<file path="src/rtl/signed_div_ctrl_if.sv">
// Handshake/bus bundle between the pipeline and the iterative signed divider.
// Latency: pure wiring, no storage.
// Backpressure: none; ctrl_DIV is a start pulse, data_resultRDY a completion pulse.
// Optional DIV_REMAINDER_EN adds the data_remainder signal.
interface signed_div_ctrl_if #(
    parameter int WIDTH = 32
);
    logic             ctrl_DIV;
    logic [WIDTH-1:0] data_operandA;
    logic [WIDTH-1:0] data_operandB;
    logic [WIDTH-1:0] data_result;
    logic             data_exception;
    logic             data_resultRDY;
`ifdef DIV_REMAINDER_EN
    logic [WIDTH-1:0] data_remainder;
`endif

    // Pipeline side: issues starts and operands, consumes results.
    modport master (
        output ctrl_DIV,
        output data_operandA,
        output data_operandB,
        input  data_result,
        input  data_exception,
`ifdef DIV_REMAINDER_EN
        input  data_remainder,
`endif
        input  data_resultRDY
    );

    // Divider side.
    modport slave (
        input  ctrl_DIV,
        input  data_operandA,
        input  data_operandB,
        output data_result,
        output data_exception,
`ifdef DIV_REMAINDER_EN
        output data_remainder,
`endif
        output data_resultRDY
    );
endinterface

</file>
<file path="src/rtl/signed_div_ctrl.sv">
// Iterative signed divider: restoring shift/subtract, truncating toward zero.
// Latency: RDY pulses the cycle after the 34th edge past the start edge (div-by-zero: the next cycle).
// Backpressure: none; a new start at any time aborts and restarts. Option macro: DIV_REMAINDER_EN.
module signed_div_ctrl #(
    parameter int WIDTH = 32,
    parameter int CNT_W = 6
) (
    input  logic              clock,
    input  logic              reset,
    signed_div_ctrl_if.slave  bus
);
    localparam logic [2:0] ST_IDLE = 3'd0;
    localparam logic [2:0] ST_ABS  = 3'd1;
    localparam logic [2:0] ST_ITER = 3'd2;
    localparam logic [2:0] ST_FIX  = 3'd3;
    localparam logic [2:0] ST_DONE = 3'd4;

    localparam logic [WIDTH-1:0] ONE     = WIDTH'(1);
    localparam logic [WIDTH-1:0] ZERO    = '0;
    localparam logic [WIDTH-1:0] ALL1    = '1;
    localparam logic [WIDTH-1:0] MIN_NEG = {1'b1, {(WIDTH-1){1'b0}}};
    localparam logic [CNT_W-1:0] LAST    = CNT_W'(WIDTH - 1);

    // Two's complement negation: bitwise inverter followed by +1.
    function automatic logic [WIDTH-1:0] neg(input logic [WIDTH-1:0] x);
        return (~x) + ONE;
    endfunction

    logic [2:0]       state_q, state_d;
    logic [CNT_W-1:0] cnt_q, cnt_d;
    // a_q holds the dividend, then |A|, and is shifted into the quotient.
    logic [WIDTH-1:0] a_q, a_d;
    logic [WIDTH-1:0] b_q, b_d;
    logic [WIDTH-1:0] rem_q, rem_d;
    logic             sign_q, sign_d;
    logic             ovf_q, ovf_d;
    logic [WIDTH-1:0] result_q, result_d;
    logic             exc_q, exc_d;
    logic             rdy_q, rdy_d;
`ifdef DIV_REMAINDER_EN
    logic             a_neg_q, a_neg_d;
    logic [WIDTH-1:0] remout_q, remout_d;
`endif

    logic [2*WIDTH-1:0] shift_w;
    logic [WIDTH-1:0]   rem_sh;

    // Next-state and datapath sequencing; a start overrides whatever is in flight.
    always_comb begin
        state_d  = state_q;
        cnt_d    = cnt_q;
        a_d      = a_q;
        b_d      = b_q;
        rem_d    = rem_q;
        sign_d   = sign_q;
        ovf_d    = ovf_q;
        result_d = result_q;
        exc_d    = exc_q;
        rdy_d    = 1'b0;
`ifdef DIV_REMAINDER_EN
        a_neg_d  = a_neg_q;
        remout_d = remout_q;
`endif
        shift_w  = {rem_q, a_q} << 1;
        rem_sh   = shift_w[2*WIDTH-1:WIDTH];

        case (state_q)
            ST_ABS: begin
                // |0x80000000| stays as unsigned 2^31 in WIDTH bits.
                a_d     = a_q[WIDTH-1] ? neg(a_q) : a_q;
                b_d     = b_q[WIDTH-1] ? neg(b_q) : b_q;
                rem_d   = ZERO;
                cnt_d   = '0;
                state_d = ST_ITER;
            end
            ST_ITER: begin
                // rem < |B| <= 2^31, so the shifted remainder never exceeds WIDTH bits.
                if (rem_sh >= b_q) begin
                    rem_d = rem_sh - b_q;
                    a_d   = shift_w[WIDTH-1:0] | ONE;
                end else begin
                    rem_d = rem_sh;
                    a_d   = shift_w[WIDTH-1:0];
                end
                cnt_d = cnt_q + CNT_W'(1);
                if (cnt_q == LAST) begin
                    state_d = ST_FIX;
                end
            end
            ST_FIX: begin
                result_d = sign_q ? neg(a_q) : a_q;
                exc_d    = ovf_q;
`ifdef DIV_REMAINDER_EN
                remout_d = ovf_q ? ZERO : (a_neg_q ? neg(rem_q) : rem_q);
`endif
                rdy_d    = 1'b1;
                state_d  = ST_DONE;
            end
            ST_DONE: begin
                state_d = ST_IDLE;
            end
            default: begin
                state_d = ST_IDLE;
            end
        endcase

        if (bus.ctrl_DIV) begin
            a_d    = bus.data_operandA;
            b_d    = bus.data_operandB;
            sign_d = bus.data_operandA[WIDTH-1] ^ bus.data_operandB[WIDTH-1];
            ovf_d  = (bus.data_operandA == MIN_NEG) && (bus.data_operandB == ALL1);
            exc_d  = 1'b0;
            cnt_d  = '0;
`ifdef DIV_REMAINDER_EN
            a_neg_d = bus.data_operandA[WIDTH-1];
`endif
            if (bus.data_operandB == ZERO) begin
                result_d = ZERO;
                exc_d    = 1'b1;
                rdy_d    = 1'b1;
`ifdef DIV_REMAINDER_EN
                remout_d = ZERO;
`endif
                state_d  = ST_DONE;
            end else begin
                rdy_d    = 1'b0;
                state_d  = ST_ABS;
            end
        end
    end

    // State registers; reset aborts any divide and clears all outputs.
    always_ff @(posedge clock or posedge reset) begin
        if (reset) begin
            state_q  <= ST_IDLE;
            cnt_q    <= '0;
            a_q      <= '0;
            b_q      <= '0;
            rem_q    <= '0;
            sign_q   <= 1'b0;
            ovf_q    <= 1'b0;
            result_q <= '0;
            exc_q    <= 1'b0;
            rdy_q    <= 1'b0;
`ifdef DIV_REMAINDER_EN
            a_neg_q  <= 1'b0;
            remout_q <= '0;
`endif
        end else begin
            state_q  <= state_d;
            cnt_q    <= cnt_d;
            a_q      <= a_d;
            b_q      <= b_d;
            rem_q    <= rem_d;
            sign_q   <= sign_d;
            ovf_q    <= ovf_d;
            result_q <= result_d;
            exc_q    <= exc_d;
            rdy_q    <= rdy_d;
`ifdef DIV_REMAINDER_EN
            a_neg_q  <= a_neg_d;
            remout_q <= remout_d;
`endif
        end
    end

    assign bus.data_result    = result_q;
    assign bus.data_exception = exc_q;
    assign bus.data_resultRDY = rdy_q;
`ifdef DIV_REMAINDER_EN
    assign bus.data_remainder = remout_q;
`endif

endmodule
</file>
<file path="src/flat_wrapper.sv">
// flat-port wrapper written by rule: the top's interface ports become plain ports
module signed_div_ctrl_flat 
#(
    parameter int WIDTH = 32,
    parameter int CNT_W = 6
)
  (clock, reset, bus_ctrl_DIV, bus_data_operandA, bus_data_operandB, bus_data_result, bus_data_exception, bus_data_resultRDY);
  signed_div_ctrl_if #(.WIDTH(WIDTH)) bus_i ();
  input  logic clock;
  input  logic reset;
  input wire logic [$bits(bus_i.ctrl_DIV)-1:0] bus_ctrl_DIV;
  input wire logic [$bits(bus_i.data_operandA)-1:0] bus_data_operandA;
  input wire logic [$bits(bus_i.data_operandB)-1:0] bus_data_operandB;
  output wire logic [$bits(bus_i.data_result)-1:0] bus_data_result;
  output wire logic [$bits(bus_i.data_exception)-1:0] bus_data_exception;
  output wire logic [$bits(bus_i.data_resultRDY)-1:0] bus_data_resultRDY;
  assign bus_i.ctrl_DIV = bus_ctrl_DIV;
  assign bus_i.data_operandA = bus_data_operandA;
  assign bus_i.data_operandB = bus_data_operandB;
  assign bus_data_result = bus_i.data_result;
  assign bus_data_exception = bus_i.data_exception;
  assign bus_data_resultRDY = bus_i.data_resultRDY;
  signed_div_ctrl #(.WIDTH(WIDTH), .CNT_W(CNT_W)) u_core (.clock(clock), .reset(reset), .bus(bus_i));
endmodule
</file>
<file path="config.mk">
export PLATFORM = sky130hd
export DESIGN_NAME = signed_div_ctrl_flat
export DESIGN_NICKNAME = d
export VERILOG_FILES = /design/src/rtl/signed_div_ctrl_if.sv /design/src/rtl/signed_div_ctrl.sv /design/src/flat_wrapper.sv
export SDC_FILE = /design/constraint.sdc
export NUM_CORES = 1
export LEC_CHECK = 0
export CAP_MARGIN = 20
export CORE_MARGIN = 2
export CORE_UTILIZATION = 33
export DETAILED_ROUTE_END_ITERATION = 12
export HOLD_SLACK_MARGIN = 0.12
export PLACE_DENSITY_LB_ADDON = 0.08
export SYNTH_ARGS = -nofsm -noshare
export SYNTH_HDL_FRONTEND = slang
export SYNTH_SLANG_ARGS = --single-unit
</file>
<file path="constraint.sdc">
create_clock -name clock -period 6.8 [get_ports clock]
set_input_delay 1.02 -clock clock [delete_from_list [all_inputs] [get_ports clock]]
set_output_delay 1.02 -clock clock [all_outputs]
set_load 0.005 [all_outputs]
</file>
==> metrics.md, run 1 <==
| Metric | Value |
|---|---|
| Initial Util | 33.41% |
| Flop2flop setup slack | 2.84 ns |
| Reg2Reg Launch Point | u_core.a_q[31] |
| Worst Tran Pin Value | 0.9695 ns |
| Hold Path Origin | u_core.rem_q[10] |
| First-pass iteration count of the detailed router | 5 |
| Post-synthesis compound-gate area fraction | 22.43% |
| Arr. time, crit path | 4.27 ns |
| Core Box Area | 28630 um2 |
| Post-synthesis cell type count | 68 |
| Crit Path Max Fanout | 31 |
| Share of layout cells above drive strength 1 | 5.425% |
| DIE HEIGHT | 174.2 um |
| Critical path startpoint category | flop |
| Clock sink total | 140 |
| Drt drc | 0 |
| XOR/XNOR share of the synthesized area | 7.693% |
| Largest family of logic cells by synthesized area | compound AO/OA/AOI/OAI gates |
| Via density | 5.298 |
| FF-to-FF path depth | 14 |
| Max Slew Vio Count | 0 |
| Drt total wl | 30730 um |
| Fin crit share | 58.24% |
| CTS tree | built |
| Mux cell area share after synthesis | 1.792% |
| Post-DR wirelength/cell | 18.56 um |
| Final GP Congestion | 0.8757 |
| Worst IR Drop VDD | 0.1745 mV |
| Placed Cells | 1622 |
| RSZ-0062 raised after global routing | no |
| CP Data Required Time | 7.11 ns |
| IO Count | 101 |
| Row cnt | 62 |
| Die width | 174.2 um |
| Count leader, synth | nand2_1 |
| Synth Area per Inst | 8.002 um2 |
| Pwr dens | 241.4 nW/um2 |
| Max-cap violations | 0 |
| Hold depth | 2 |
| Setup TNS | 0 ns |
| Setup Buffers After CTS | 0 |
| Final hold violations | 0 |
| Largest net degree at the start of global routing | 93 |
| Util after Layout | 40.35% |
| Initial antenna violation count | 0 |
| Post-synth top cells | 160 x nand2_1, 156 x o21ai_0, 153 x nor2_1 |
| Area grow syn2layout | 20.78% |
| Net Count, Synth | 1299 |
| Full die area | 30360 um2 |
| Design Area, Final | 11550 um2 |
| Hold Path Class | reg -> reg |
| Simple-gate area share of the yosys netlist | 21.93% |
| FF+latch count, synth | 140 |
| Vias post-DR | 8773 |
| Final ANT Viol Nets | 0 |
| Placed Area | 10880 um2 |
| DP HPWL | 21850 um |
| First-pass GRT wire length | 49440 um |
| Adder-cell share of the synthesized area | 4.920% |
| CTS Buf Count | 17 |
| Ys flop type | dfrtp_1 |
| Grt total ovfl | 0 |
| Crit. End Element | flop |
| F_max | 0.2525 GHz |
| Antenna cells | 0 |
| Yosys warns | 0 |
| CTS resizes | 0 |
| Starting DRT DRC Count | 541 |
| CTS H-tree depth | 4 |
| IO Port Bufs | 100 |
| Lkg Pwr | 4.786 nW |
| Post-synthesis sequential area ratio | 36.63% |
| CTS Hold Bufs | 0 |
| Mapped Cells | 1195 |
| Clk_lat worst skew | 0.43 ns |
| Mapped cell area | 9563 um2 |
| Non-Filler Instances | 1656 |
| Crit Path Category | reg -> reg |
| Vias in the first global route | 8550 |
| Finish-stage setup viols | 0 |
| R2R Path End | u_core.rem_q[29] |
| Min Tclk post-route | 3.961 ns |
| Status | complete, no violations |
| Largest area contributor in the netlist | dfrtp_1 |
| Hold Path Sink | u_core.rem_q[10] |
| Main area contributors after synthesis | dfrtp_1 37%, o21ai_0 8.2%, nand2_1 6.3%, nor2_1 6.0%, ha_1 4.7% |
| Post-layout net count | 1364 |
| Ys async rst share | 100.0% |
| Top-area cell type share of the netlist area | 36.63% |
| GRT Util Overall | 20.71% |
| Number of synthesized flops with an enable pin | 0 |
| Clk root buf | clkbuf_16 |
| Fin Clk Skew | 0.01096 ns |
| Clk buf depth | 2 |
| Slew headroom | 35.37% |
| Clk slew on worst S/H paths | 0.06 ns |
-- how the worst max path moves through the flow --
stage / endpoint / slack (ns) / cells after the start / startpoint
floorplan: u_core.a_q[0] / 2.03 / 1 / reset
global placement: u_core.rem_q[29] / 3.06 / 14 / u_core.a_q[31]
detailed placement: u_core.rem_q[29] / 2.89 / 14 / u_core.a_q[31]
CTS: u_core.rem_q[29] / 2.87 / 14 / u_core.a_q[31]
global route: u_core.rem_q[29] / 2.49 / 14 / u_core.a_q[31]
finish: u_core.rem_q[29] / 2.84 / 14 / u_core.a_q[31]
-- where the power goes --
group	switching, mW	internal [mW]	leakage (nW)	total, mW
Clock	0.390	0.603	0.294	0.992
Sequential	0.118	0.955	1.74	1.07
Combinational	0.371	0.352	2.75	0.723
-- flip-flops by register name (all words and copies together) (netlist names) --
name                       cells
u_core.cnt_q                   6
u_core.ovf_q                   1
u_core.a_q                    32
u_core.rem_q                  31
u_core.bus.data_resultRDY      1
u_core.bus.data_result        32
u_core.b_q                    32
u_core.bus.data_exception      1
u_core.sign_q                  1
u_core.state_q                 3
-- cell type report --
| class | instances | area (um2) |
|---|---|---|
| Inverter | 45 | 173.9 |
| Tap cell | 384 | 480.5 |
| Sequential cell | 140 | 3503 |
| Multi-Input combinational cell | 943 | 5650 |
| Fill cell | 2909 | 17080 |
| Clock buffer | 20 | 466.7 |
| Clock inverter | 11 | 141.4 |
| Timing Repair Buffer | 113 | 1134 |
-- metal layers --
metal  vias to the layer above  GRT usage (%)  routed length [um]
met2                       145          32.24               14030
met3                        23          3.062                 933
met1                      4219          29.89               15310
li1                       4386              -                   -
met4                         0          5.602                 456
met5                         -              0                   0
-- worst max-delay path: stages (launching register included) --
cell       delay (ns)
dfrtp_1          0.47
inv_1            0.13
ha_1             0.19
inv_1            0.06
fa_1             0.42
a211oi_1         0.33
o21bai_1         0.12
a21oi_1          0.33
o211ai_1         0.14
a2111oi_0        0.48
nor3_2           0.10
buf_4            0.27
nand2_1          0.40
a21oi_1          0.08
a221o_1          0.27
-- placed cells by master (no fill, tap or decap), drive strengths merged, types with 20 or more instances in the layout --
| master | n |
|---|---|
| a21oi | 54 |
| a221oi | 21 |
| inv | 46 |
| ha | 36 |
| nor3 | 30 |
| a211oi | 41 |
| xor2 | 38 |
| nor2 | 155 |
| clkbuf | 20 |
| xnor2 | 46 |
| nor4 | 22 |
| clkdlybuf4s50 | 99 |
| o21ai | 156 |
| dfrtp | 140 |
| nand2 | 161 |
-- cells by family (layout without fill, tap and decap cells) --
logic type / Yosys count / after routing
AOI/OAI and AO/OA: 349 / 349
DFF: 140 / 140
and+or+nand+nor: 456 / 456
adders and majority gates: 37 / 37
xor gates and xnor gates: 84 / 84
buffers and inverters: 112 / 189
muxes: 17 / 17
-- metrics by stage --
stage	setup WS [ns]	hold WS [ns]	power (mW)
floorplan	2.027	0.4726	1.485
global placement	3.065	0.4943	1.813
detailed placement	2.888	0.4998	1.815
CTS	2.866	0.5141	2.829
global route	2.495	0.5489	2.955
finish	2.839	0.5082	2.788
No activity file was read; power rests on OpenSTA's default activity.
==> inputs of run 2 (changes only) <==
==> constraint.sdc (replaced) <==
create_clock -name clock -period 3.9 [get_ports clock]
set_input_delay 0.585 -clock clock [delete_from_list [all_inputs] [get_ports clock]]
set_output_delay 0.585 -clock clock [all_outputs]
set_load 0.005 [all_outputs]
==> run 2 against run 1 <==
  * Via count increased by 1.0%
  * Largest power group unchanged
  * Power grew 72%
  * Global-route usage rose by 0.16 points
  * Sequential share of layout area shrank 0.19 points
  * Utilization rose by 0.25 points
  * Clock skew increased by 0.00058 ns
  * Hold slack gained 0.0033 ns
  * Final cell count rose by 0.72%
  * Non-clock buffer count is 11 higher
  * Register-to-register slack got worse by 2.5 ns
  * Sequential cell count unchanged
  * First-iteration DRC count is 3.0% lower
==> metrics.md, run 2 (synthesis results as in run 1) <==
| Metric | Value |
|---|---|
| Arr. time, crit path | 3.86 ns |
| Initial antenna violation count | 0 |
| Fin Clk Skew | 0.01155 ns |
| Area of the multi-input gates | 5657 um2 |
| Most frequent cells in the layout | 160 x nand2_1, 156 x o21ai_0, 152 x nor2_1 |
| Core Box Area | 28630 um2 |
| Share of layout cells above drive strength 1 | 6.153% |
| FILL cells | 2864 |
| Drt total wl | 30890 um |
| Final ANT Viol Nets | 0 |
| Largest net degree at the start of global routing | 73 |
| CP delay by family, top | simple AND/OR/NAND/NOR gates |
| CP Buf/Inv Count | 1 |
| GRT Util Overall | 20.87% |
| Antenna cells | 0 |
| CTS Hold Bufs | 0 |
| Grt total ovfl | 0 |
| F_max | 0.2847 GHz |
| Util after Layout | 40.60% |
| Die width | 174.2 um |
| Post-layout net count | 1375 |
| Worst path slowest cell | or4b_1 |
| Final hold violations | 0 |
| Vias in the first global route | 8745 |
| First-pass iteration count of the detailed router | 5 |
| Max incr delay on CP | 0.61 ns |
| CTS tree | built |
| Flop2flop setup slack | 0.39 ns |
| First-pass GRT wire length | 49830 um |
| Total area of sequential cells | 3503 um2 |
| Min Tclk post-route | 3.512 ns |
| CTS Buf Count | 17 |
| Clk buf depth | 2 |
| Post-DR wirelength/cell | 18.52 um |
| Starting DRT DRC Count | 525 |
| Critical path startpoint category | flop |
| Initial Util | 33.41% |
| Fin crit share | 90.06% |
| Finish-stage setup viols | 0 |
| Worst Tran Pin Value | 1.064 ns |
| Clk_lat worst skew | 0.43 ns |
| Pwr dens | 413.4 nW/um2 |
| Full die area | 30360 um2 |
| IO Port Bufs | 100 |
| Final GP Congestion | 0.8283 |
| Clk slew on worst S/H paths | 0.07 ns |
| Area grow syn2layout | 21.52% |
| RSZ-0062 raised after global routing | no |
| Vias post-DR | 8863 |
| Setup TNS | 0 ns |
| Max-cap violations | 0 |
| CP Data Required Time | 4.25 ns |
| Hold Path Class | in -> async |
| Crit Path Max Fanout | 6 |
| Clock sink total | 140 |
| CTS H-tree depth | 4 |
| Worst IR Drop VDD | 0.2857 mV |
| IO Count | 101 |
| Crit path cell chain | inv_1, ha_1, or3b_1, or4b_1, nor4_2, nand3b_1, or3_1, nand2_1, xnor2_1, nand2_1, a21oi_1 |
| Crit. End Element | flop |
| Crit Path Category | reg -> reg |
| Drt drc | 0 |
| Via density | 5.314 |
| DP HPWL | 22290 um |
| Clk root buf | clkbuf_16 |
| Lkg Pwr | 4.822 nW |
| Row cnt | 62 |
| Status | complete, no violations |
| Slew headroom | 29.04% |
| Commonest non-fill, non-tap cell in the layout | nand2_1 |
| Max Slew Vio Count | 0 |
| DIE HEIGHT | 174.2 um |
| CP most frequent cell | nand2_1 |
-- run 2: stage by stage --
| stage | std cells | total power, mW | setup slack (ns) | hold WS (ns) | area [um2] |
|---|---|---|---|---|---|
| 2_1_floorplan | 1195 | 2.590 | 0.7947 | 0.4726 | 9567 |
| 6_report | 1668 | 4.804 | 0.3876 | 0.5115 | 11620 |
| 5_1_grt | 1668 | 5.099 | 0.08579 | 0.5281 | 11620 |
| 3_3_place_gp | 1634 | 3.179 | 0.4967 | 0.4963 | 11000 |
| 3_5_place_dp | 1634 | 3.179 | 0.4161 | 0.5014 | 11000 |
| 4_1_cts | 1666 | 4.873 | 0.3693 | 0.5162 | 11570 |
-- run 2: layout make-up --
class                   count  area share, %
repair buffers            124          10.57
multi-input cells         943          48.68
clock inverters            11          1.023
well taps                 384          4.134
inverters                  45          1.486
flip-flops and latches    140          30.15
clock buffers              21          3.962
-- run 2: where the power goes --
part	internal (mW)	switching, mW	total, mW
sequential	1.67	0.208	1.87
clock	0.972	0.684	1.66
combinational	0.620	0.654	1.27
total	3.26	1.55	4.80
-- run 2: timing repair --
action                                  4_1_cts  5_1_grt
endpoints found under the setup margin        0        8
gates resized for setup                       0        2
buffers inserted                              0        0
-- run 2: worst paths after layout --
check | from | to | cells after the start
max | u_core.a_q[0] | u_core.bus.data_result[28] | 11
min | reset | u_core.bus.data_result[6] | 2
max reg2reg | u_core.a_q[0] | u_core.bus.data_result[28] | 11
min reg2reg | u_core.rem_q[10] | u_core.rem_q[10] | 2
max in group asynchronous | reset | u_core.b_q[25] | 3
min in group clock | u_core.rem_q[10] | u_core.rem_q[10] | 2
-- run 2: routing by layer --
layer / vias up / part of all wire (%) / track usage [%]
li1: 4394 / - / -
met1: 4260 / 50 / 29.94
met2: 168 / 44 / 32.21
met3: 41 / 3.4 / 2.931
met4: 0 / 2.5 / 6.933
met5: - / 0 / 0
